[src/rtl/serial_pattern_detector_16bits_if.sv]
// Bit-stream and status bundle between a pattern source and the 16-bit detector.
// The master drives the stream, enable and pattern; the slave returns window and lock status.
interface serial_pattern_detector_16bits_if;
    logic        serial_in;
    logic        E;
    logic        load;
    logic [15:0] pattern_in;
    logic [15:0] shift_q;
    logic        filled;
    logic        match;
    logic        locked;
    logic [3:0]  err_cnt;

    modport master (
        output serial_in, E, load, pattern_in,
        input  shift_q, filled, match, locked, err_cnt
    );

    modport slave (
        input  serial_in, E, load, pattern_in,
        output shift_q, filled, match, locked, err_cnt
    );
endinterface

[src/rtl/serial_pattern_detector_16bits.sv]
// MSB-first deserializer with 16-bit pattern compare, period lock FSM and miss counting.
// Latency: outputs registered, valid the cycle after the sampling edge; no backpressure, E gates sampling.
module serial_pattern_detector_16bits (
    input  logic                            CLK,
    input  logic                            CLR,
    serial_pattern_detector_16bits_if.slave bus
);
    typedef enum logic [1:0] {HUNT, VERIFY, LOCKED} state_t;

    state_t      state_q, state_d;
    logic [15:0] win_q, win_d;
    logic [15:0] pattern_q, pattern_d;
    logic [4:0]  fill_cnt_q, fill_cnt_d;
    logic [3:0]  phase_q, phase_d;
    logic [3:0]  miss_cnt_q, miss_cnt_d;
    logic [3:0]  err_cnt_q, err_cnt_d;
    logic        filled_q, filled_d;
    logic        match_q, match_d;

    logic [15:0] window;
    logic [4:0]  fill_next;
    logic        hit;
    logic        boundary;

    always_comb begin
        state_d    = state_q;
        win_d      = win_q;
        pattern_d  = pattern_q;
        fill_cnt_d = fill_cnt_q;
        phase_d    = phase_q;
        miss_cnt_d = miss_cnt_q;
        err_cnt_d  = err_cnt_q;
        filled_d   = filled_q;
        match_d    = 1'b0;

        window    = {win_q[14:0], bus.serial_in};
        fill_next = (fill_cnt_q == 5'd16) ? 5'd16 : fill_cnt_q + 5'd1;
        hit       = (fill_next == 5'd16) && (window == pattern_q);
        boundary  = (phase_q == 4'd15);

        if (bus.load) begin
            pattern_d  = bus.pattern_in;
            fill_cnt_d = 5'd0;
            phase_d    = 4'd0;
            miss_cnt_d = 4'd0;
            filled_d   = 1'b0;
            state_d    = HUNT;
        end else if (bus.E) begin
            win_d      = window;
            fill_cnt_d = fill_next;
            filled_d   = (fill_next == 5'd16);
            match_d    = hit;

            // Only the hit exactly one period after the alignment hit counts.
            case (state_q)
                HUNT: begin
                    if (hit) begin
                        state_d = VERIFY;
                        phase_d = 4'd0;
                    end
                end
                VERIFY: begin
                    phase_d = phase_q + 4'd1;
                    if (boundary) begin
                        if (hit) begin
                            state_d    = LOCKED;
                            miss_cnt_d = 4'd0;
                        end else begin
                            state_d = HUNT;
                        end
                    end
                end
                LOCKED: begin
                    phase_d = phase_q + 4'd1;
                    if (boundary) begin
                        if (hit) begin
                            miss_cnt_d = 4'd0;
                        end else begin
                            if (err_cnt_q != 4'd15) begin
                                err_cnt_d = err_cnt_q + 4'd1;
                            end
                            if (miss_cnt_q == 4'd1) begin
                                state_d    = HUNT;
                                miss_cnt_d = 4'd0;
                            end else begin
                                miss_cnt_d = miss_cnt_q + 4'd1;
                            end
                        end
                    end
                end
                default: state_d = HUNT;
            endcase
        end
    end

    always_ff @(posedge CLK) begin
        if (CLR) begin
            state_q    <= HUNT;
            win_q      <= 16'd0;
            pattern_q  <= 16'd0;
            fill_cnt_q <= 5'd0;
            phase_q    <= 4'd0;
            miss_cnt_q <= 4'd0;
            err_cnt_q  <= 4'd0;
            filled_q   <= 1'b0;
            match_q    <= 1'b0;
        end else begin
            state_q    <= state_d;
            win_q      <= win_d;
            pattern_q  <= pattern_d;
            fill_cnt_q <= fill_cnt_d;
            phase_q    <= phase_d;
            miss_cnt_q <= miss_cnt_d;
            err_cnt_q  <= err_cnt_d;
            filled_q   <= filled_d;
            match_q    <= match_d;
        end
    end

    assign bus.shift_q = win_q;
    assign bus.filled  = filled_q;
    assign bus.match   = match_q;
    assign bus.locked  = (state_q == LOCKED);
    assign bus.err_cnt = err_cnt_q;
endmodule

[src/flat_wrapper.sv]
// flat-port wrapper written by rule: the top's interface ports become plain ports
module serial_pattern_detector_16bits_flat 
  (CLK, CLR, bus_serial_in, bus_E, bus_load, bus_pattern_in, bus_shift_q, bus_filled, bus_match, bus_locked, bus_err_cnt);
  serial_pattern_detector_16bits_if bus_i ();
  input  logic CLK;
  input  logic CLR;
  input wire logic [$bits(bus_i.serial_in)-1:0] bus_serial_in;
  input wire logic [$bits(bus_i.E)-1:0] bus_E;
  input wire logic [$bits(bus_i.load)-1:0] bus_load;
  input wire logic [$bits(bus_i.pattern_in)-1:0] bus_pattern_in;
  output wire logic [$bits(bus_i.shift_q)-1:0] bus_shift_q;
  output wire logic [$bits(bus_i.filled)-1:0] bus_filled;
  output wire logic [$bits(bus_i.match)-1:0] bus_match;
  output wire logic [$bits(bus_i.locked)-1:0] bus_locked;
  output wire logic [$bits(bus_i.err_cnt)-1:0] bus_err_cnt;
  assign bus_i.serial_in = bus_serial_in;
  assign bus_i.E = bus_E;
  assign bus_i.load = bus_load;
  assign bus_i.pattern_in = bus_pattern_in;
  assign bus_shift_q = bus_i.shift_q;
  assign bus_filled = bus_i.filled;
  assign bus_match = bus_i.match;
  assign bus_locked = bus_i.locked;
  assign bus_err_cnt = bus_i.err_cnt;
  serial_pattern_detector_16bits u_core (.CLK(CLK), .CLR(CLR), .bus(bus_i));
endmodule
[config.mk]
export PLATFORM = sky130hd
export DESIGN_NAME = serial_pattern_detector_16bits_flat
export DESIGN_NICKNAME = d
export VERILOG_FILES = /design/src/rtl/serial_pattern_detector_16bits_if.sv /design/src/rtl/serial_pattern_detector_16bits.sv /design/src/flat_wrapper.sv
export SDC_FILE = /design/constraint.sdc
export NUM_CORES = 1
export LEC_CHECK = 0
export CORE_MARGIN = 8
export CORE_UTILIZATION = 50
export CTS_CLUSTER_DIAMETER = 50
export DETAILED_ROUTE_END_ITERATION = 8
export PLACE_DENSITY = 0.76
export SKIP_CTS_REPAIR_TIMING = 1
export SLEW_MARGIN = 25
export SYNTH_ARGS = -nofsm -noshare
export SYNTH_HDL_FRONTEND = slang
export SYNTH_SLANG_ARGS = --single-unit
[constraint.sdc]
create_clock -name CLK -period 4.9 [get_ports CLK]
set_input_delay 0.98 -clock CLK [delete_from_list [all_inputs] [get_ports CLK]]
set_output_delay 0.98 -clock CLK [all_outputs]
set_load 0.05 [all_outputs]
==> results of run 1 <==
final cells by class:
| type | count | area, um2 |
|---|---|---|
| clock inverters | 1 | 7.507 |
| inverters | 11 | 41.29 |
| fillers | 437 | 1710 |
| clock buffers | 7 | 76.32 |
| well taps | 67 | 83.83 |
| repair buffers | 46 | 452.9 |
| multi-input cells | 211 | 1353 |
| flip-flops and latches | 53 | 1061 |
synth_stat cells, types with 2 or more instances:
master / number / area, um2
sky130_fd_sc_hd__dfxtp_1: 53 / 1061
sky130_fd_sc_hd__nand2_1: 41 / 153.9
sky130_fd_sc_hd__nor2_1: 31 / 116.4
sky130_fd_sc_hd__a21oi_1: 26 / 130.1
sky130_fd_sc_hd__xor2_1: 19 / 166.4
sky130_fd_sc_hd__mux2i_1: 17 / 170.2
sky130_fd_sc_hd__inv_1: 11 / 41.29
sky130_fd_sc_hd__ha_1: 9 / 112.6
sky130_fd_sc_hd__nand3_1: 9 / 45.04
sky130_fd_sc_hd__clkbuf_1: 8 / 30.03
sky130_fd_sc_hd__and3_1: 5 / 31.28
sky130_fd_sc_hd__nor3_1: 5 / 25.02
sky130_fd_sc_hd__nor4_1: 5 / 31.28
sky130_fd_sc_hd__buf_1: 3 / 11.26
sky130_fd_sc_hd__nand2b_1: 3 / 18.77
sky130_fd_sc_hd__nand4_1: 3 / 18.77
sky130_fd_sc_hd__o21ai_0: 3 / 15.01
sky130_fd_sc_hd__a21o_1: 2 / 15.01
sky130_fd_sc_hd__a22o_1: 2 / 17.52
sky130_fd_sc_hd__a31oi_1: 2 / 12.51
sky130_fd_sc_hd__mux2_2: 2 / 22.52
sky130_fd_sc_hd__nor2b_1: 2 / 12.51
sky130_fd_sc_hd__o32ai_1: 2 / 17.52
sky130_fd_sc_hd__or2_2: 2 / 12.51
sky130_fd_sc_hd__xnor2_1: 2 / 17.52
worst reg2reg max path: cells and delay by family (launching register included):
| family | cells | cell delay [ns] |
|---|---|---|
| fa+ha+maj | 1 | 0.27 |
| compound gates | 1 | 0.34 |
| mux | 1 | 0.37 |
| xor+xnor | 1 | 0.16 |
| simple gates | 3 | 0.68 |
| flops | 1 | 0.43 |
state kept, by name, indices dropped and copies added (netlist names):
name	cells
u_core.bus.shift_q	16
u_core.bus.match	1
u_core.bus.err_cnt	4
u_core.phase_q	4
u_core.miss_cnt_q	4
u_core.state_q	2
u_core.pattern_q	16
u_core.fill_cnt_q	5
u_core.bus.filled	1
power groups by stage:
stage	combinational (mW)	sequential, mW	clock, mW
2_1_floorplan	0.0381	0.456	0
3_3_place_gp	0.0662	0.456	0
3_5_place_dp	0.0669	0.457	0
4_1_cts	0.0673	0.447	0.253
5_1_grt	0.0734	0.448	0.270
6_report	0.0667	0.447	0.246
per-layer routing:
metal,vias to the layer above,GRT usage [%]
met4,0,6.260
met2,58,26.74
met3,12,4.442
met1,992,18.67
met5,-,0
li1,1067,-
layout by cell type (no fill, tap or decap), drive strengths merged, types with 5 or more instances in the layout:
| cell | count |
|---|---|
| nor2 | 31 |
| clkdlybuf4s50 | 43 |
| and3 | 6 |
| dfxtp | 53 |
| nand3 | 9 |
| clkbuf | 7 |
| xor2 | 19 |
| nor4 | 5 |
| nand2 | 41 |
| ha | 9 |
| a21oi | 26 |
| inv | 11 |
| nor3 | 5 |
| mux2i | 17 |
final timing paths:
kind / start / endpoint / depth (start not counted)
setup / recovery: bus_E / u_core.bus.err_cnt[3]$_SDFFE_PP0P_ / 8
hold / removal: u_core.bus.shift_q[15]$_SDFFE_PP0P_ / u_core.bus.shift_q[15]$_SDFFE_PP0P_ / 2
setup reg to reg: u_core.fill_cnt_q[0]$_SDFFE_PP0P_ / u_core.state_q[1]$_SDFFE_PP0P_ / 7
hold reg to reg: u_core.bus.shift_q[15]$_SDFFE_PP0P_ / u_core.bus.shift_q[15]$_SDFFE_PP0P_ / 2
cell families (layout without fill, tap and decap cells):
| logic type | after synthesis | after routing |
|---|---|---|
| compound gates | 50 | 50 |
| xor+xnor | 21 | 21 |
| fa+ha+maj | 9 | 9 |
| buf+inv | 23 | 65 |
| flops | 53 | 53 |
| mux | 20 | 20 |
| simple gates | 111 | 111 |
==> parameters.txt, run 1 <==
Parameter                              Value

Global routing
  Global-route usage over all layers ... 15.94%
  Global-route wire length before repair ... 9694 um
  Via count of the first global-routing pass ... 2163
  Largest net degree at the start of global routing ... 41
  Number of antenna violations at the first check in global routing ... 0
  Congestion Overflow GR ... 0

STA
  Number of setup violations in the final report ... 0
  Hold Fails Final Rpt ... 0
  Maximum clock frequency ... 339.1 MHz
  Unrepaired setup endpoints after global routing ... false
  Final clock period utilization by the worst path ... 60.19%
  Clock Skews ... 0.004556 ns
  Post-route minimum period ... 2.949 ns
  Fin. max-slew vios ... 0
  Transition at the pin with the smallest max-transition slack ... 0.6743 ns
  Final-layout worst hold slack ... 0.4700 ns
  Post-route worst setup slack ... 1.951 ns
  Max-slew headroom at the worst pin ... 55.05%
  Setup TNS Final ... 0 ns

Drt
  ANT nets after route ... 0
  Count of TritonRoute iterations in the first routing pass ... 5
  Wire length on met3 ... 297 um
  Total number of vias ... 2129
  Number of violations reported at the end of detailed-routing iteration 0 ... 85
  DRC errors left ... 0
  Total length of routed met2 wires ... 2734 um
  Wire length the detailed router placed on met1 ... 2567 um
  Vias per std cell ... 5.376
  Top routing layer in use ... met4
  Overall routed net length ... 5716 um
  Average detailed-routed wire length per instance ... 14.43 um

Logic synthesis
  Area share of xor/xnor cells in the synthesized design ... 7.346%
  Main combinational cell family by area after synthesis ... simple AND/OR/NAND/NOR gates
  Top flip-flop cell by instance count after synthesis ... sky130_fd_sc_hd__dfxtp_1
  Simple-gate share of the synthesized area ... 20.49%
  Avg Cell Area, Syn ... 8.724 um2
  Post-synthesis adder-cell area fraction ... 4.498%
  Number of distinct library cells after synthesis ... 45
  Sequential cell area fraction in the yosys report ... 42.38%
  Gate count of the mapped netlist ... 287
  Fraction of the mapped netlist area in compound gates ... 13.39%
  Multiplexer share of the synthesized area ... 8.296%
  Number of synthesized register bits ... 53
  Synth Warn # ... 0
  Number of nets in the synthesized netlist ... 317
  Post-Synthesis Cell Area ... 2504 um2
  Number of synthesized flops with an enable pin ... 0
  Synth async-reset ratio ... 0%

Layout
  Number of antenna diodes ... 0
  Final standard cell utilization of the core ... 64.26%
  Fraction of layout instances using a drive strength above 1 ... 6.383%
  Final net count ... 358
  Growth of design area from synthesis to finish ... 22.84%
  Design area ... 3075 um2
  Cell Count, Final, Fillers Out ... 396

Critical path
  Critical path required time ... 5.11 ns
  Worst reg2reg setup slack ... 2.55 ns
  Critical Path Slowest Stage Cell ... sky130_fd_sc_hd__clkdlybuf4s50_1
  Critical path fanouts, max ... 18
  Endpoint class of the critical path ... flop
  Number of buffers and inverters on the critical path ... 3
  Critical Path Max Stage Delay ... 0.70 ns
  Data arrival time of the critical path ... 3.16 ns
  Worst path cell trace ... clkdlybuf4s50_1 > inv_1 > nor2_1 > buf_4 > nand2_1 > a31oi_1 > and3_1 > mux2_2
  Worst path top cell family by delay ... buffers and inverters
  Startpoint Class ... input port
  Worst Setup Path Type ... in -> reg

Power and ir drop
  P_sw ... 0.1854 mW
  IR drop worst, VDD ... 0.0002335 V
  Lkg Pwr ... 1.215 nW
  Internal power ... 0.5737 mW
  Combinational share of power ... 8.8%
  Relative contribution of the clock network to total power ... 32.4%
  Total power divided by cell area ... 246.8 nW/um2
  Proportion of power drawn by flip-flops and latches ... 58.8%
  Share of total power consumed by net switching ... 24.42%
  Power Total ... 0.7591 mW

Clocking
  Total CTS buffers ... 5
  Root Driver ... sky130_fd_sc_hd__clkbuf_8
  Sink count of the clock tree ... 53
  H-tree depth ... 2
  CTS tree ... done
  Clock input transition at the sequential cells of the worst setup and hold paths ... 0.09 ns
  Clock insertion delay at the later pin of the skew report ... 0.31 ns
  CTS Buffer Depth ... 2

Floorplan
  Row count ... 25
  I/O Pins ... 44
  Area inside the core boundary ... 4786 um2
  Die Outline Area ... 7527 um2
  Y dimension of the die ... 86.76 um
  Initial core utilization ... 52.31%
  Die W ... 86.76 um

Worst hold path
  Worst min-delay path class ... reg -> reg

Placed design
  IO buf count ... 43
  Worst setup slack after placement ... 1.678 ns
  Routability congestion estimate from global placement ... 0.7968
  Total instance count after detailed placement ... 388
  Placement Cell Area ... 2992 um2
  Detail Placement HPWL ... 4199 um

Outcome
  Status ... finished clean

Run
  Max-cap violations ... 0
(Power assumes the default switching activity.)
==> inputs of run 2 (changes only) <==
- clock period: 4.9 -> 3 ns (I/O delays scaled with it)
==> run 2 against run 1 <==
Against the previous run:
- first-iteration DRC count rose by 1.2%
- power rose by 76%
- utilization rose by 0.92 points
- global-route usage fell by 0.16 points
- register-to-register slack got worse by 1.9 ns
- cell area rose by 1.4%
- critical path type is now reg -> out
- via count fell by 2.2%
==> parameters.txt, run 2 (synthesis results as in run 1) <==
Parameter                              Value

Outcome
  Status ... finished clean (unchanged)

Layout
  Most frequent standard cell in the layout excluding fill and tap cells ... sky130_fd_sc_hd__dfxtp_1 (unchanged)
  Most frequent cells in the layout ... sky130_fd_sc_hd__dfxtp_1 (53), sky130_fd_sc_hd__clkdlybuf4s50_1 (43), sky130_fd_sc_hd__nand2_1 (41) (unchanged)
  Growth of design area from synthesis to finish ... 24.59% (was 22.84%)
  Number of antenna diodes ... 0 (unchanged)
  Fill cell total of the finished layout ... 407 (was 437)
  Fraction of layout instances using a drive strength above 1 ... 7.553% (was 6.383%)
  Final net count ... 360 (was 358)

Floorplan
  Initial core utilization ... 52.31% (unchanged)
  Die Outline Area ... 7527 um2 (unchanged)
  Area inside the core boundary ... 4786 um2 (unchanged)
  Row count ... 25 (unchanged)
  Y dimension of the die ... 86.76 um (unchanged)
  Die W ... 86.76 um (unchanged)
  I/O Pins ... 44 (unchanged)

Placed design
  IO buf count ... 43 (unchanged)
  Detail Placement HPWL ... 4097 um (was 4199 um)
  Routability congestion estimate from global placement ... 0.8612 (was 0.7968)
  Worst setup slack after placement ... 0.1952 ns (was 1.678 ns)

Drt
  Number of violations reported at the end of detailed-routing iteration 0 ... 86 (was 85)
  Overall routed net length ... 5646 um (was 5716 um)
  DRC errors left ... 0 (unchanged)
  Count of TritonRoute iterations in the first routing pass ... 4 (was 5)
  Average detailed-routed wire length per instance ... 14.19 um (was 14.43 um)
  ANT nets after route ... 0 (unchanged)
  Vias per std cell ... 5.231 (was 5.376)
  Total number of vias ... 2082 (was 2129)

Global routing
  Number of antenna violations at the first check in global routing ... 0 (unchanged)
  Largest net degree at the start of global routing ... 40 (was 41)
  Global-route wire length before repair ... 9466 um (was 9694 um)
  Global-route usage over all layers ... 15.79% (was 15.94%)
  Via count of the first global-routing pass ... 1998 (was 2163)
  Congestion Overflow GR ... 0 (unchanged)

STA
  Max-slew headroom at the worst pin ... 65.30% (was 55.05%)
  Post-route worst setup slack ... 0.4572 ns (was 1.951 ns)
  Final clock period utilization by the worst path ... 84.76%
  Post-route minimum period ... 2.543 ns
  Clock Skews ... 0.006299 ns (was 0.004556 ns)
  Setup TNS Final ... 0 ns (unchanged)
  Hold Fails Final Rpt ... 0 (unchanged)
  Number of setup violations in the final report ... 0 (unchanged)
  Transition at the pin with the smallest max-transition slack ... 0.5189 ns (was 0.6743 ns)
  Maximum clock frequency ... 393.3 MHz
  Unrepaired setup endpoints after global routing ... false (unchanged)
  Fin. max-slew vios ... 0 (unchanged)

Critical path
  Critical path required time ... 2.40 ns (was 5.11 ns)
  Critical path fanouts, max ... 7 (was 18)
  Data arrival time of the critical path ... 1.94 ns (was 3.16 ns)
  Startpoint Class ... flop (was input port)
  Worst Setup Path Type ... reg -> out (was in -> reg)
  Endpoint class of the critical path ... output pin (was flop)

Worst hold path
  Worst min-delay path class ... reg -> reg (unchanged)

Run
  Max-cap violations ... 0 (unchanged)

Power and ir drop
  Total power divided by cell area ... 429.4 nW/um2 (was 246.8 nW/um2)
  IR drop worst, VDD ... 0.0002880 V (was 0.0002335 V)
  Lkg Pwr ... 1.244 nW (was 1.215 nW)

Clocking
  CTS Buffer Depth ... 2 (unchanged)
  H-tree depth ... 2 (unchanged)
  Sink count of the clock tree ... 53 (unchanged)
  Clock insertion delay at the later pin of the skew report ... 0.31 ns (about the same)
  CTS tree ... done (unchanged)
  Clock input transition at the sequential cells of the worst setup and hold paths ... 0.10 ns (was 0.09 ns)
  Total CTS buffers ... 5 (unchanged)
  Root Driver ... sky130_fd_sc_hd__clkbuf_8 (unchanged)
==> run 2: routing by layer <==
metal	part of all wire [%]	track usage, %
met1	45	19.02
met2	48	25.97
met3	5.4	4.537
met4	1.4	5.634
met5	0	0
==> run 2: power breakdown <==
| part | internal, mW | switching (mW) | total [mW] |
|---|---|---|---|
| Combinational | 0.0555 | 0.0567 | 0.112 |
| Clock | 0.251 | 0.248 | 0.499 |
| Sequential | 0.718 | 0.0111 | 0.729 |
| Total | 1.02 | 0.316 | 1.34 |
==> run 2: cell type report <==
type	instances	area (um2)	area share, %
multi-input combinational	211	1353	43.36
timing repair buffer	48	467.9	15.00
sequential	53	1061	34.02
clock inverter	3	43.79	1.404
inverter	11	41.29	1.324
tap	67	83.83	2.688
clock buffer	5	68.82	2.206
==> run 2: worst max-delay path, stage by stage, from the launching register on <==
cell	delay (ns)
sky130_fd_sc_hd__dfxtp_1	0.32
sky130_fd_sc_hd__inv_1	0.10
sky130_fd_sc_hd__ha_1	0.34
sky130_fd_sc_hd__clkdlybuf4s50_1	0.87
==> run 2: final timing paths <==
path	start	to	depth (start not counted)	slack, ns
hold reg to reg	u_core.bus.shift_q[15]$_SDFFE_PP0P_	u_core.bus.shift_q[15]$_SDFFE_PP0P_	2	0.47
setup reg to reg	u_core.fill_cnt_q[0]$_SDFFE_PP0P_	u_core.state_q[1]$_SDFFE_PP0P_	7	0.60
hold / removal	u_core.bus.shift_q[15]$_SDFFE_PP0P_	u_core.bus.shift_q[15]$_SDFFE_PP0P_	2	0.47
setup / recovery	u_core.state_q[0]$_SDFFE_PP0P_	bus_locked	3	0.46
==> run 2: through the flow <==
stage	util (%)	total power [mW]	hold slack [ns]	instances	cell area, um2
2_1_floorplan	-	0.8077	0.4553	287	2504
5_1_grt	65.18	1.398	0.4995	398	3119
4_1_cts	65.18	1.352	0.4713	398	3119
3_5_place_dp	62.82	0.8572	0.4531	390	3007
6_report	65.18	1.340	0.4691	398	3119
3_3_place_gp	62.82	0.8569	0.4495	390	3007
==> inputs of run 3 (changes only) <==
- clock period: 3 -> 2.5 ns (I/O delays scaled with it)
==> run 3 against run 2 <==
Against the previous run:
- via count up 4.4%
- register-to-register slack lost 0.45 ns
- cell area is 1.4% higher
- final cell count increased by 2.0%
- global-route usage increased by 0.65 points
- clock power up 4.8%
- worst setup slack got worse by 0.38 ns
- critical path type unchanged
- critical endpoint unchanged
- largest power group unchanged
- highest routed layer unchanged
==> parameters.txt, run 3 (synthesis results as in run 1) <==
Parameter                              Value

Floorplan
  Initial core utilization ... 52.31% (unchanged)
  I/O Pins ... 44 (unchanged)
  Y dimension of the die ... 86.76 um (unchanged)
  Row count ... 25 (unchanged)
  Area inside the core boundary ... 4786 um2 (unchanged)
  Die W ... 86.76 um (unchanged)
  Die Outline Area ... 7527 um2 (unchanged)

Critical path
  Worst Setup Path Type ... reg -> out (unchanged)
  Critical path fanouts, max ... 7 (unchanged)
  Worst path cell trace ... inv_1 > ha_1 > clkdlybuf4s50_1 (unchanged)
  Startpoint Class ... flop (unchanged)
  Number of buffers and inverters on the critical path ... 2 (unchanged)
  Critical Path Slowest Stage Cell ... sky130_fd_sc_hd__clkdlybuf4s50_1 (unchanged)
  Worst path top cell family by delay ... buffers and inverters (unchanged)
  Endpoint class of the critical path ... output pin (unchanged)
  Data arrival time of the critical path ... 1.92 ns (was 1.94 ns)
  Critical path required time ... 2.00 ns (was 2.40 ns)
  Critical Path Max Stage Delay ... 0.85 ns (was 0.87 ns)

Drt
  Count of TritonRoute iterations in the first routing pass ... 4 (unchanged)
  Total number of vias ... 2173 (was 2082)
  ANT nets after route ... 0 (unchanged)
  Overall routed net length ... 5881 um (was 5646 um)
  Average detailed-routed wire length per instance ... 14.49 um (was 14.19 um)
  Number of violations reported at the end of detailed-routing iteration 0 ... 89 (was 86)
  Vias per std cell ... 5.352 (was 5.231)
  DRC errors left ... 0 (unchanged)

Global routing
  Via count of the first global-routing pass ... 2198 (was 1998)
  Congestion Overflow GR ... 0 (unchanged)
  Largest net degree at the start of global routing ... 27 (was 40)
  Global-route wire length before repair ... 10030 um (was 9466 um)
  Number of antenna violations at the first check in global routing ... 0 (unchanged)
  Global-route usage over all layers ... 16.44% (was 15.79%)

Clocking
  H-tree depth ... 2 (unchanged)
  Total CTS buffers ... 5 (unchanged)
  CTS tree ... done (unchanged)
  Clock input transition at the sequential cells of the worst setup and hold paths ... 0.11 ns (was 0.10 ns)
  Sink count of the clock tree ... 53 (unchanged)
  Root Driver ... sky130_fd_sc_hd__clkbuf_8 (unchanged)
  CTS Buffer Depth ... 2 (unchanged)
  Clock insertion delay at the later pin of the skew report ... 0.31 ns (about the same)

Placed design
  IO buf count ... 43 (unchanged)
  Worst setup slack after placement ... -0.1467 ns (was 0.1952 ns)
  Placement Cell Area ... 3067 um2 (was 3007 um2)
  Routability congestion estimate from global placement ... 0.9224 (was 0.8612)
  Detail Placement HPWL ... 4406 um (was 4097 um)

Layout
  Fraction of layout instances using a drive strength above 1 ... 9.735% (was 7.553%)
  Most frequent cells in the layout ... sky130_fd_sc_hd__dfxtp_1 (53), sky130_fd_sc_hd__clkdlybuf4s50_1 (43), sky130_fd_sc_hd__nand2_1 (41) (unchanged)
  Most frequent standard cell in the layout excluding fill and tap cells ... sky130_fd_sc_hd__dfxtp_1 (unchanged)
  Growth of design area from synthesis to finish ... 26.39% (was 24.59%)
  Final net count ... 368 (was 360)
  Number of antenna diodes ... 0 (unchanged)
  Design area ... 3164 um2 (was 3119 um2)

Power and ir drop
  P_sw ... 0.3958 mW (was 0.3158 mW)
  Proportion of power drawn by flip-flops and latches ... 57.0% (was 54.4%)
  Power Total ... 1.537 mW (was 1.340 mW)
  Lkg Pwr ... 1.275 nW (was 1.244 nW)
  Relative contribution of the clock network to total power ... 34.0% (was 37.2%)
  Combinational share of power ... 9.0% (was 8.4%)
  Internal power ... 1.141 mW (was 1.024 mW)
  IR drop worst, VDD ... 0.0003688 V (was 0.0002880 V)
  Share of total power consumed by net switching ... 25.76% (was 23.57%)
  Total power divided by cell area ... 485.6 nW/um2 (was 429.4 nW/um2)

STA
  Number of setup violations in the final report ... 0 (unchanged)
  Final-layout worst hold slack ... 0.4657 ns (was 0.4691 ns)
  Transition at the pin with the smallest max-transition slack ... 0.5400 ns (was 0.5189 ns)
  Setup TNS Final ... 0 ns (unchanged)
  Maximum clock frequency ... 412.4 MHz
  Final clock period utilization by the worst path ... 97.00%
  Clock Skews ... 0.009075 ns (was 0.006299 ns)
  Unrepaired setup endpoints after global routing ... false (unchanged)
  Max-slew headroom at the worst pin ... 63.87% (was 65.30%)
  Post-route minimum period ... 2.425 ns
  Hold Fails Final Rpt ... 0 (unchanged)
  Post-route worst setup slack ... 0.07500 ns (was 0.4572 ns)
  Fin. max-slew vios ... 0 (unchanged)

Run
  Max-cap violations ... 0 (unchanged)

Outcome
  Status ... finished clean (unchanged)

Worst hold path
  Worst min-delay path class ... reg -> reg (unchanged)
run 3: cell types whose count changed in the layout (fill, tap and decap cells not counted):
cell,delta
sky130_fd_sc_hd__clkinv_4,+1
sky130_fd_sc_hd__inv_8,+1
sky130_fd_sc_hd__clkinv_2,-1
sky130_fd_sc_hd__buf_4,+8
sky130_fd_sc_hd__bufinv_16,-1
run 3: worst min-delay path, cell delays in order, from the launching register on:
cell and delay (ns):
sky130_fd_sc_hd__dfxtp_1 0.33, sky130_fd_sc_hd__nand2_1 0.05, sky130_fd_sc_hd__a21oi_1 0.05
run 3: final timing paths:
path,from,to,slack [ns],cells past startpoint
worst max-delay path,u_core.state_q[0]$_SDFFE_PP0P_,bus_locked,0.08,3
worst min-delay path,u_core.bus.shift_q[15]$_SDFFE_PP0P_,u_core.bus.shift_q[15]$_SDFFE_PP0P_,0.47,2
worst max register to register,u_core.fill_cnt_q[0]$_SDFFE_PP0P_,u_core.state_q[1]$_SDFFE_PP0P_,0.15,7
worst min register to register,u_core.bus.shift_q[15]$_SDFFE_PP0P_,u_core.bus.shift_q[15]$_SDFFE_PP0P_,0.47,2
run 3: final cells by class:
| cell class | instances | area [um2] |
|---|---|---|
| repair buffers | 56 | 528.0 |
| flip-flops and latches | 53 | 1061 |
| clock buffers | 5 | 68.82 |
| well taps | 67 | 83.83 |
| inverters | 11 | 41.29 |
| multi-input cells | 211 | 1353 |
| clock inverters | 3 | 28.78 |
| fillers | 405 | 1622 |
run 3: per-layer routing:
metal | GRT usage, % | vias to the layer above | wire length (um)
met1 | 19.03 | 1017 | 2546
li1 | - | 1085 | -
met3 | 4.159 | 11 | 318
met5 | 0 | - | 0
met2 | 28.82 | 60 | 2930
met4 | 5.008 | 0 | 86
run 3: power groups by stage:
stage	Combinational, mW	Clock (mW)	Sequential, mW
finish	0.138	0.523	0.876
detailed placement	0.137	0	0.895
global route	0.151	0.559	0.878
CTS	0.139	0.536	0.876
floorplan	0.0747	0	0.895
global placement	0.137	0	0.894
run 3: metrics by stage:
step                      util, %  instances
final                       66.12        406
after global routing        66.12        406
after CTS                   66.12        406
after detailed placement    64.08        398
after global placement      64.08        398
after floorplan                 -        287
